**src/rtl/cpy_alu_pkg.sv**
```systemverilog
// Shared definitions for the sequenced ALU: op-select codes, FSM states, default width.
// No logic here; imported by the top and the iterative datapath.
package cpy_alu_pkg;

    localparam int DEF_WIDTH = 32;

    localparam logic [2:0] OP_ADD = 3'b000;
    localparam logic [2:0] OP_SUB = 3'b001;
    localparam logic [2:0] OP_AND = 3'b010;
    localparam logic [2:0] OP_OR  = 3'b011;
    localparam logic [2:0] OP_NOT = 3'b100;
    localparam logic [2:0] OP_XOR = 3'b101;
    localparam logic [2:0] OP_SHL = 3'b110;
    localparam logic [2:0] OP_MUL = 3'b111;

    typedef enum logic [1:0] {
        ST_IDLE = 2'd0,
        ST_BUSY = 2'd1,
        ST_DONE = 2'd2
    } state_t;

endpackage

```
**src/rtl/cpy_alu_iter.sv**
```systemverilog
// Iterative datapath: shift-left one bit per step, or shift-add multiply (CPY_ALU_MUL_EN) one opB bit per step.
// Latency: n steps for SHL, WIDTH steps for MUL; done is high during the final step with next-state results on res/c/v.
// Backpressure: none; the caller only asserts step while it is waiting on this unit.
module cpy_alu_iter
    import cpy_alu_pkg::*;
#(
    parameter int WIDTH = DEF_WIDTH,
    parameter int SHW   = $clog2(WIDTH)
) (
    input  logic             elk,
    input  logic             rst,
    input  logic             start,
    input  logic             step,
    input  logic             is_mul,
    input  logic [WIDTH-1:0] a,
    input  logic [WIDTH-1:0] b,
    input  logic [SHW-1:0]   shamt,
    output logic             done,
    output logic [WIDTH-1:0] res,
    output logic             c,
    output logic             v
);

    localparam int CW = SHW + 1;

    logic [WIDTH-1:0] sh_q, sh_d;
    logic [CW-1:0]    cnt_q, cnt_d;
    logic [WIDTH-1:0] step_sh;
    logic             step_c;
    logic             step_v;

`ifdef CPY_ALU_MUL_EN
    logic [WIDTH-1:0] acc_q, acc_d;
    logic [WIDTH-1:0] mcand_q, mcand_d;
    logic             mul_q, mul_d;
    logic [WIDTH-1:0] step_acc;
    logic [WIDTH:0]   sum;
`else
    logic unused_mul;
    assign unused_mul = ^{is_mul, b};
`endif

    always_comb begin
        sh_d    = sh_q;
        cnt_d   = cnt_q;
        step_sh = sh_q << 1;
        step_c  = sh_q[WIDTH-1];
        step_v  = 1'b0;
`ifdef CPY_ALU_MUL_EN
        acc_d    = acc_q;
        mcand_d  = mcand_q;
        mul_d    = mul_q;
        step_acc = acc_q;
        // Product lives in {acc, sh}; sh starts as the multiplier and drains LSB-first.
        sum = {1'b0, acc_q} + (sh_q[0] ? {1'b0, mcand_q} : '0);
        if (mul_q) begin
            step_acc = sum[WIDTH:1];
            step_sh  = {sum[0], sh_q[WIDTH-1:1]};
            step_c   = |step_acc;
            step_v   = |step_acc;
        end
        if (start) begin
            acc_d   = '0;
            mcand_d = a;
            mul_d   = is_mul;
        end else if (step && cnt_q != '0) begin
            acc_d = step_acc;
        end
`endif
        if (start) begin
            sh_d  = a;
            cnt_d = {1'b0, shamt};
`ifdef CPY_ALU_MUL_EN
            if (is_mul) begin
                sh_d  = b;
                cnt_d = CW'(WIDTH);
            end
`endif
        end else if (step && cnt_q != '0) begin
            sh_d  = step_sh;
            cnt_d = cnt_q - CW'(1);
        end
    end

    assign done = step && (cnt_q == CW'(1));
    assign res  = step_sh;
    assign c    = step_c;
    assign v    = step_v;

    always_ff @(posedge elk) begin
        if (rst) begin
            sh_q    <= '0;
            cnt_q   <= '0;
`ifdef CPY_ALU_MUL_EN
            acc_q   <= '0;
            mcand_q <= '0;
            mul_q   <= 1'b0;
`endif
        end else begin
            sh_q    <= sh_d;
            cnt_q   <= cnt_d;
`ifdef CPY_ALU_MUL_EN
            acc_q   <= acc_d;
            mcand_q <= mcand_d;
            mul_q   <= mul_d;
`endif
        end
    end

endmodule

```
**src/rtl/cpy_alu_seq.sv**
```systemverilog
// Handshaked ALU: 6 single-cycle ops plus iterative SHL and MUL (MUL iterative only with CPY_ALU_MUL_EN).
// Latency accept->out_valid: 1 cycle single ops / SHL n=0, n+1 for SHL, WIDTH+1 for MUL.
// Backpressure: result held while out_ready low; in DONE a new request is taken only alongside out_ready.
module cpy_alu_seq
    import cpy_alu_pkg::*;
#(
    parameter int WIDTH = DEF_WIDTH
) (
    input  logic             elk,
    input  logic             rst,
    input  logic             in_valid,
    output logic             in_ready,
    input  logic [2:0]       sel,
    input  logic [WIDTH-1:0] opA,
    input  logic [WIDTH-1:0] opB,
    output logic             out_valid,
    input  logic             out_ready,
    output logic [WIDTH-1:0] res,
    output logic             z,
    output logic             c,
    output logic             v
);

    localparam int SHW = $clog2(WIDTH);

    state_t           state_q, state_d;
    logic [WIDTH-1:0] res_q, res_d;
    logic             z_q, z_d;
    logic             c_q, c_d;
    logic             v_q, v_d;

    logic [SHW-1:0]   shamt;
    logic [WIDTH:0]   add_w, sub_w;
    logic [WIDTH-1:0] sc_res;
    logic             sc_c, sc_v;
    logic             needs_iter;
    logic             accept;
    logic             iter_start, iter_step, iter_done;
    logic [WIDTH-1:0] iter_res;
    logic             iter_c, iter_v;

    assign shamt = opB[SHW-1:0];

    always_comb begin
        add_w  = {1'b0, opA} + {1'b0, opB};
        sub_w  = {1'b0, opA} - {1'b0, opB};
        sc_res = '0;
        sc_c   = 1'b0;
        sc_v   = 1'b0;
        case (sel)
            OP_ADD: begin
                sc_res = add_w[WIDTH-1:0];
                sc_c   = add_w[WIDTH];
                sc_v   = (opA[WIDTH-1] == opB[WIDTH-1]) && (add_w[WIDTH-1] != opA[WIDTH-1]);
            end
            OP_SUB: begin
                sc_res = sub_w[WIDTH-1:0];
                sc_c   = sub_w[WIDTH];
                sc_v   = (opA[WIDTH-1] != opB[WIDTH-1]) && (sub_w[WIDTH-1] != opA[WIDTH-1]);
            end
            OP_AND:  sc_res = opA & opB;
            OP_OR:   sc_res = opA | opB;
            OP_NOT:  sc_res = ~opA;
            OP_XOR:  sc_res = opA ^ opB;
            OP_SHL:  sc_res = opA;   // only reached here with a zero shift amount
            default: sc_res = '0;    // MUL without the multiplier datapath
        endcase
    end

`ifdef CPY_ALU_MUL_EN
    assign needs_iter = ((sel == OP_SHL) && (shamt != '0)) || (sel == OP_MUL);
`else
    assign needs_iter = (sel == OP_SHL) && (shamt != '0);
`endif

    always_comb begin
        case (state_q)
            ST_IDLE: in_ready = 1'b1;
            ST_DONE: in_ready = out_ready;
            default: in_ready = 1'b0;
        endcase
        if (rst) begin
            in_ready = 1'b0;
        end
    end

    assign accept    = in_valid && in_ready;
    assign iter_step = (state_q == ST_BUSY);
    assign out_valid = (state_q == ST_DONE);

    always_comb begin
        state_d    = state_q;
        res_d      = res_q;
        z_d        = z_q;
        c_d        = c_q;
        v_d        = v_q;
        iter_start = 1'b0;
        case (state_q)
            ST_IDLE: ;
            ST_BUSY: begin
                if (iter_done) begin
                    state_d = ST_DONE;
                    res_d   = iter_res;
                    z_d     = (iter_res == '0);
                    c_d     = iter_c;
                    v_d     = iter_v;
                end
            end
            ST_DONE: begin
                if (out_ready) begin
                    state_d = ST_IDLE;
                end
            end
            default: state_d = ST_IDLE;
        endcase
        // Acceptance is only possible from IDLE or from DONE while the result drains.
        if (accept) begin
            if (needs_iter) begin
                state_d    = ST_BUSY;
                iter_start = 1'b1;
            end else begin
                state_d = ST_DONE;
                res_d   = sc_res;
                z_d     = (sc_res == '0);
                c_d     = sc_c;
                v_d     = sc_v;
            end
        end
    end

    always_ff @(posedge elk) begin
        if (rst) begin
            state_q <= ST_IDLE;
            res_q   <= '0;
            z_q     <= 1'b0;
            c_q     <= 1'b0;
            v_q     <= 1'b0;
        end else begin
            state_q <= state_d;
            res_q   <= res_d;
            z_q     <= z_d;
            c_q     <= c_d;
            v_q     <= v_d;
        end
    end

    assign res = res_q;
    assign z   = z_q;
    assign c   = c_q;
    assign v   = v_q;

    cpy_alu_iter #(
        .WIDTH (WIDTH),
        .SHW   (SHW)
    ) u_iter (
        .elk    (elk),
        .rst    (rst),
        .start  (iter_start),
        .step   (iter_step),
        .is_mul (sel == OP_MUL),
        .a      (opA),
        .b      (opB),
        .shamt  (shamt),
        .done   (iter_done),
        .res    (iter_res),
        .c      (iter_c),
        .v      (iter_v)
    );

endmodule

```
**config.mk**
```make
export PLATFORM = sky130hd
export DESIGN_NAME = cpy_alu_seq
export DESIGN_NICKNAME = d
export VERILOG_FILES = /design/src/rtl/cpy_alu_pkg.sv /design/src/rtl/cpy_alu_iter.sv /design/src/rtl/cpy_alu_seq.sv
export SDC_FILE = /design/constraint.sdc
export NUM_CORES = 1
export LEC_CHECK = 0
export CORE_MARGIN = 3
export CORE_UTILIZATION = 51
export CTS_CLUSTER_SIZE = 14
export DETAILED_ROUTE_END_ITERATION = 10
export PLACE_DENSITY = 0.73
export SYNTH_ARGS = -nofsm -noshare
export SYNTH_HDL_FRONTEND = slang
export SYNTH_SLANG_ARGS = --single-unit
```
**constraint.sdc**
```tcl
create_clock -name elk -period 8.91 [get_ports elk]
set_input_delay 1.3365 -clock elk [delete_from_list [all_inputs] [get_ports elk]]
set_output_delay 1.3365 -clock elk [all_outputs]
set_load 0.05 [all_outputs]
```
==> results.md <==
* Source-to-sink clock delay at the later pin of the worst-skew pair at 0.36 ns
* Grt total ovfl at 0
* CTS-repair resized insts at 0
* Die W at 146 um
* Number of I/O port buffers at 107
* Wire length after detailed routing at 40000 um
* Drt pass-1 iters at 6
* Transition at the pin with the smallest max-transition slack at 1.26 ns
* Number of standard-cell rows in the floorplan at 50
* Sort of element at the end of the critical path: flip-flop
* Required @ worst endpoint at 9.18 ns
* Most congested layer reported by global routing: met2
* CP Data Arrival Time at 6.20 ns
* Number of unique standard cell types used by synthesis at 94
* Dominant cell by count in the synthesized netlist: a21oi_1
* Yosys top cell area share at 0.150
* Yosys warnings at 0
* Die height at 146 um
* Top delay family on crit path: compound AO/OA/AOI/OAI gates
* Outcome: finished, final reports clean
* I/O pin total at 108
* Number of nets in the finished design at 1609
* Average via count per standard cell at 6.62
* Async SR Flop Fraction at 0
* Number of placed instances with taps included at 1677
* Global-route track usage on met2 at 0.568
* Max-slew headroom at 0.163
* Share of post-route cells with drive strength above 1 at 0.0663
* Syn Nets at 1567
* List of cells traversed by the critical path: clkdlybuf4s50_1, inv_1, ha_1, a21oi_1, o21ai_1, nor3_1, a21oi_2, a221o_1, a222oi_1, nand4_1, or4_1, o41ai_2
* Avg Inst Size Synth at 7.20 um2
* Clock tree from TritonCTS: done
* Post-synth top area cell: dfxtp_1
* Type of element launching the critical path: input pin
* Antenna violations before repair at 0
* Number of sinks driven by the clock tree at 75
* Total CTS buffers at 9
* Ranking of synthesized cells by instance count: 133 x a21oi_1, 123 x nand2_1, 122 x nor2_1
* Clock skew after layout at 0.0255 ns
* Maximum number of pins on one net before global-route repair at 82
* RSZ-0062 raised after global routing: no
* Flip-flop and latch count after synthesis at 75
* Crit-path max cell delay at 0.87 ns
* Startpoint of the worst setup timing path: opA[8]
* Tot GR Track Use at 0.360
* P&R area growth vs syn at 13.9%
* Die footprint at 21300 um2
* # hold bufs at CTS at 0
* Setup TNS at 0 ns
* Most common flop cell mapped by yosys: dfxtp_1
* LEAKAGE at 4.71 nW
* Initial cell density of the core at 0.526
* Power density normalized to cell area at 126 nW/um2
* Number of standard cells after synthesis at 1386
* Final Hold Vio Count at 0
* Initial drt markers at 1248
* Max-cap check violation count at 0
* Number of standard cells in the final layout excluding fillers at 1693
* Final ANT Viol Nets at 0
* Maximum clock rate at 169 MHz
* Count of buffers added by post-CTS timing repair for setup at 0
* Minimum clock period at 5.93 ns
* Clock-pin slew of the registers on the worst-case setup and hold paths at 0.08 ns
* Standard cell with the maximum stage delay on the critical path: a222oi_1
* Clock tree buffer depth at 2
* Final RePlAce weighted congestion at 1.02
* Routed via count at 11200
* # diodes at 0
* Max Slew Vio Count at 0
* CTS HTree Levels at 3
* Global-route wire length before repair at 61100 um
* HPWL after detailed placement at 29700 um
* Worst voltage drop across the vdd grid at 0.120 mV
* Summed instance area of the synthesized netlist at 9980 um2
* Worst hold path class: flip-flop to flip-flop
* DRC viols at 0
* Clock root buffer: clkbuf_16
* Via count of the first global-routing pass at 10400
* Critical hold path startpoint: v
* Maximum fanout encountered on the critical timing path at 13
* Final setup violation count at 0
* Critical path type: input pin to flip-flop
* Core Region at 19000 um2
* Number of enable-type register cells in the synthesized netlist at 0
* Met1 usage in global routing at 0.467
* Mean routed wirelength per cell at 23.6 um
* Grt met3 use at 0.0617
* Sequential-to-total area share from yosys stat at 0.150
* Final cycle utilization of the critical path at 0.665
* Combined buffer and inverter count along the critical path at 2
* Top cells by area in the synthesized netlist: dfxtp_1 15%, ha_1 14%, a21oi_1 6.7%, nand2_1 4.6%, nor2_1 4.6%
* Reg-to-reg critical path startpoint: state_q[1]
-- through the flow --
step / hold WS, ns / cell area (um2) / utilization / setup WS (ns) / total power, mW
3_5_place_dp: 0.450 / 11000 / 0.582 / 2.84 / 0.975
2_1_floorplan: 0.436 / 9980 / - / 3.93 / 0.780
4_1_cts: 0.479 / 11400 / 0.600 / 3.21 / 1.41
3_3_place_gp: 0.445 / 11000 / 0.582 / 2.78 / 0.975
6_report: 0.477 / 11400 / 0.600 / 2.98 / 1.43
5_1_grt: 0.498 / 11400 / 0.600 / 2.74 / 1.48
-- routing by layer --
metal  share of wire  vias up  wire length, um
met5               0        -                0
met4           0.066        0             2650
met3           0.090      132             3610
met2            0.44      635            17700
met1            0.40     5268            16100
li1                -     5169                -
-- flip-flops by register name (all words and copies together), names as in the netlist --
| signal | flops |
|---|---|
| z | 1 |
| u_iter.cnt_q | 6 |
| state_q | 2 |
| u_iter.sh_q | 32 |
| c | 1 |
| v | 1 |
| res | 32 |
-- where the power goes --
part,internal (mW),total (mW),switching [mW]
combinational,0.221,0.627,0.406
sequential,0.350,0.361,0.0111
clock,0.275,0.439,0.164
total,0.846,1.43,0.580
-- layout by cell type, fill, tap and decap left out, types with 16 or more instances in the layout --
master,count
a21oi_1,132
nand2_1,123
nor2_1,120
ha_1,108
clkdlybuf4s50_1,103
inv_1,100
dfxtp_1,75
o21ai_0,60
a211oi_1,43
a22oi_1,38
mux2i_1,29
nor3_1,28
nand3_1,28
xnor2_1,27
nor4_1,22
o211ai_1,21
nor2b_1,20
nand2b_1,17
o22ai_1,17
nand4_1,16
a31oi_1,16
a221oi_1,16
buf_4,16
-- path summary, 6_finish.rpt --
check,end,slack [ns],cells after the start
hold / removal,v,0.48,2
hold reg to reg,v,0.48,2
setup reg to reg,z,5.08,12
setup / recovery,z,2.98,12
-- tightest hold or removal path, delay by kind of cell, from the launching register on --
family	cells	cell delay (ns)
AO/OA/AOI/OAI	1	0.06
AND/OR/NAND/NOR	1	0.06
flip-flops	1	0.31
-- final cells by class --
type	count	area, um2
tap	260	325
sequential	75	1500
fill	1835	7590
clock buffer	10	229
inverter	102	383
timing repair buffer	123	1170
clock inverter	6	113
multi-input combinational	1117	7640
-- kinds of logic (layout without fill, tap and decap cells) --
| logic type | after synthesis | after routing | synth area share |
|---|---|---|---|
| mux | 43 | 43 | 0.0449 |
| flops | 75 | 75 | 0.150 |
| xor+xnor | 41 | 41 | 0.0360 |
| fa+ha+maj | 110 | 110 | 0.139 |
| buf+inv | 194 | 241 | 0.0855 |
| compound gates | 482 | 482 | 0.328 |
| simple gates | 441 | 441 | 0.215 |
Power figures use the tool's default switching activity.
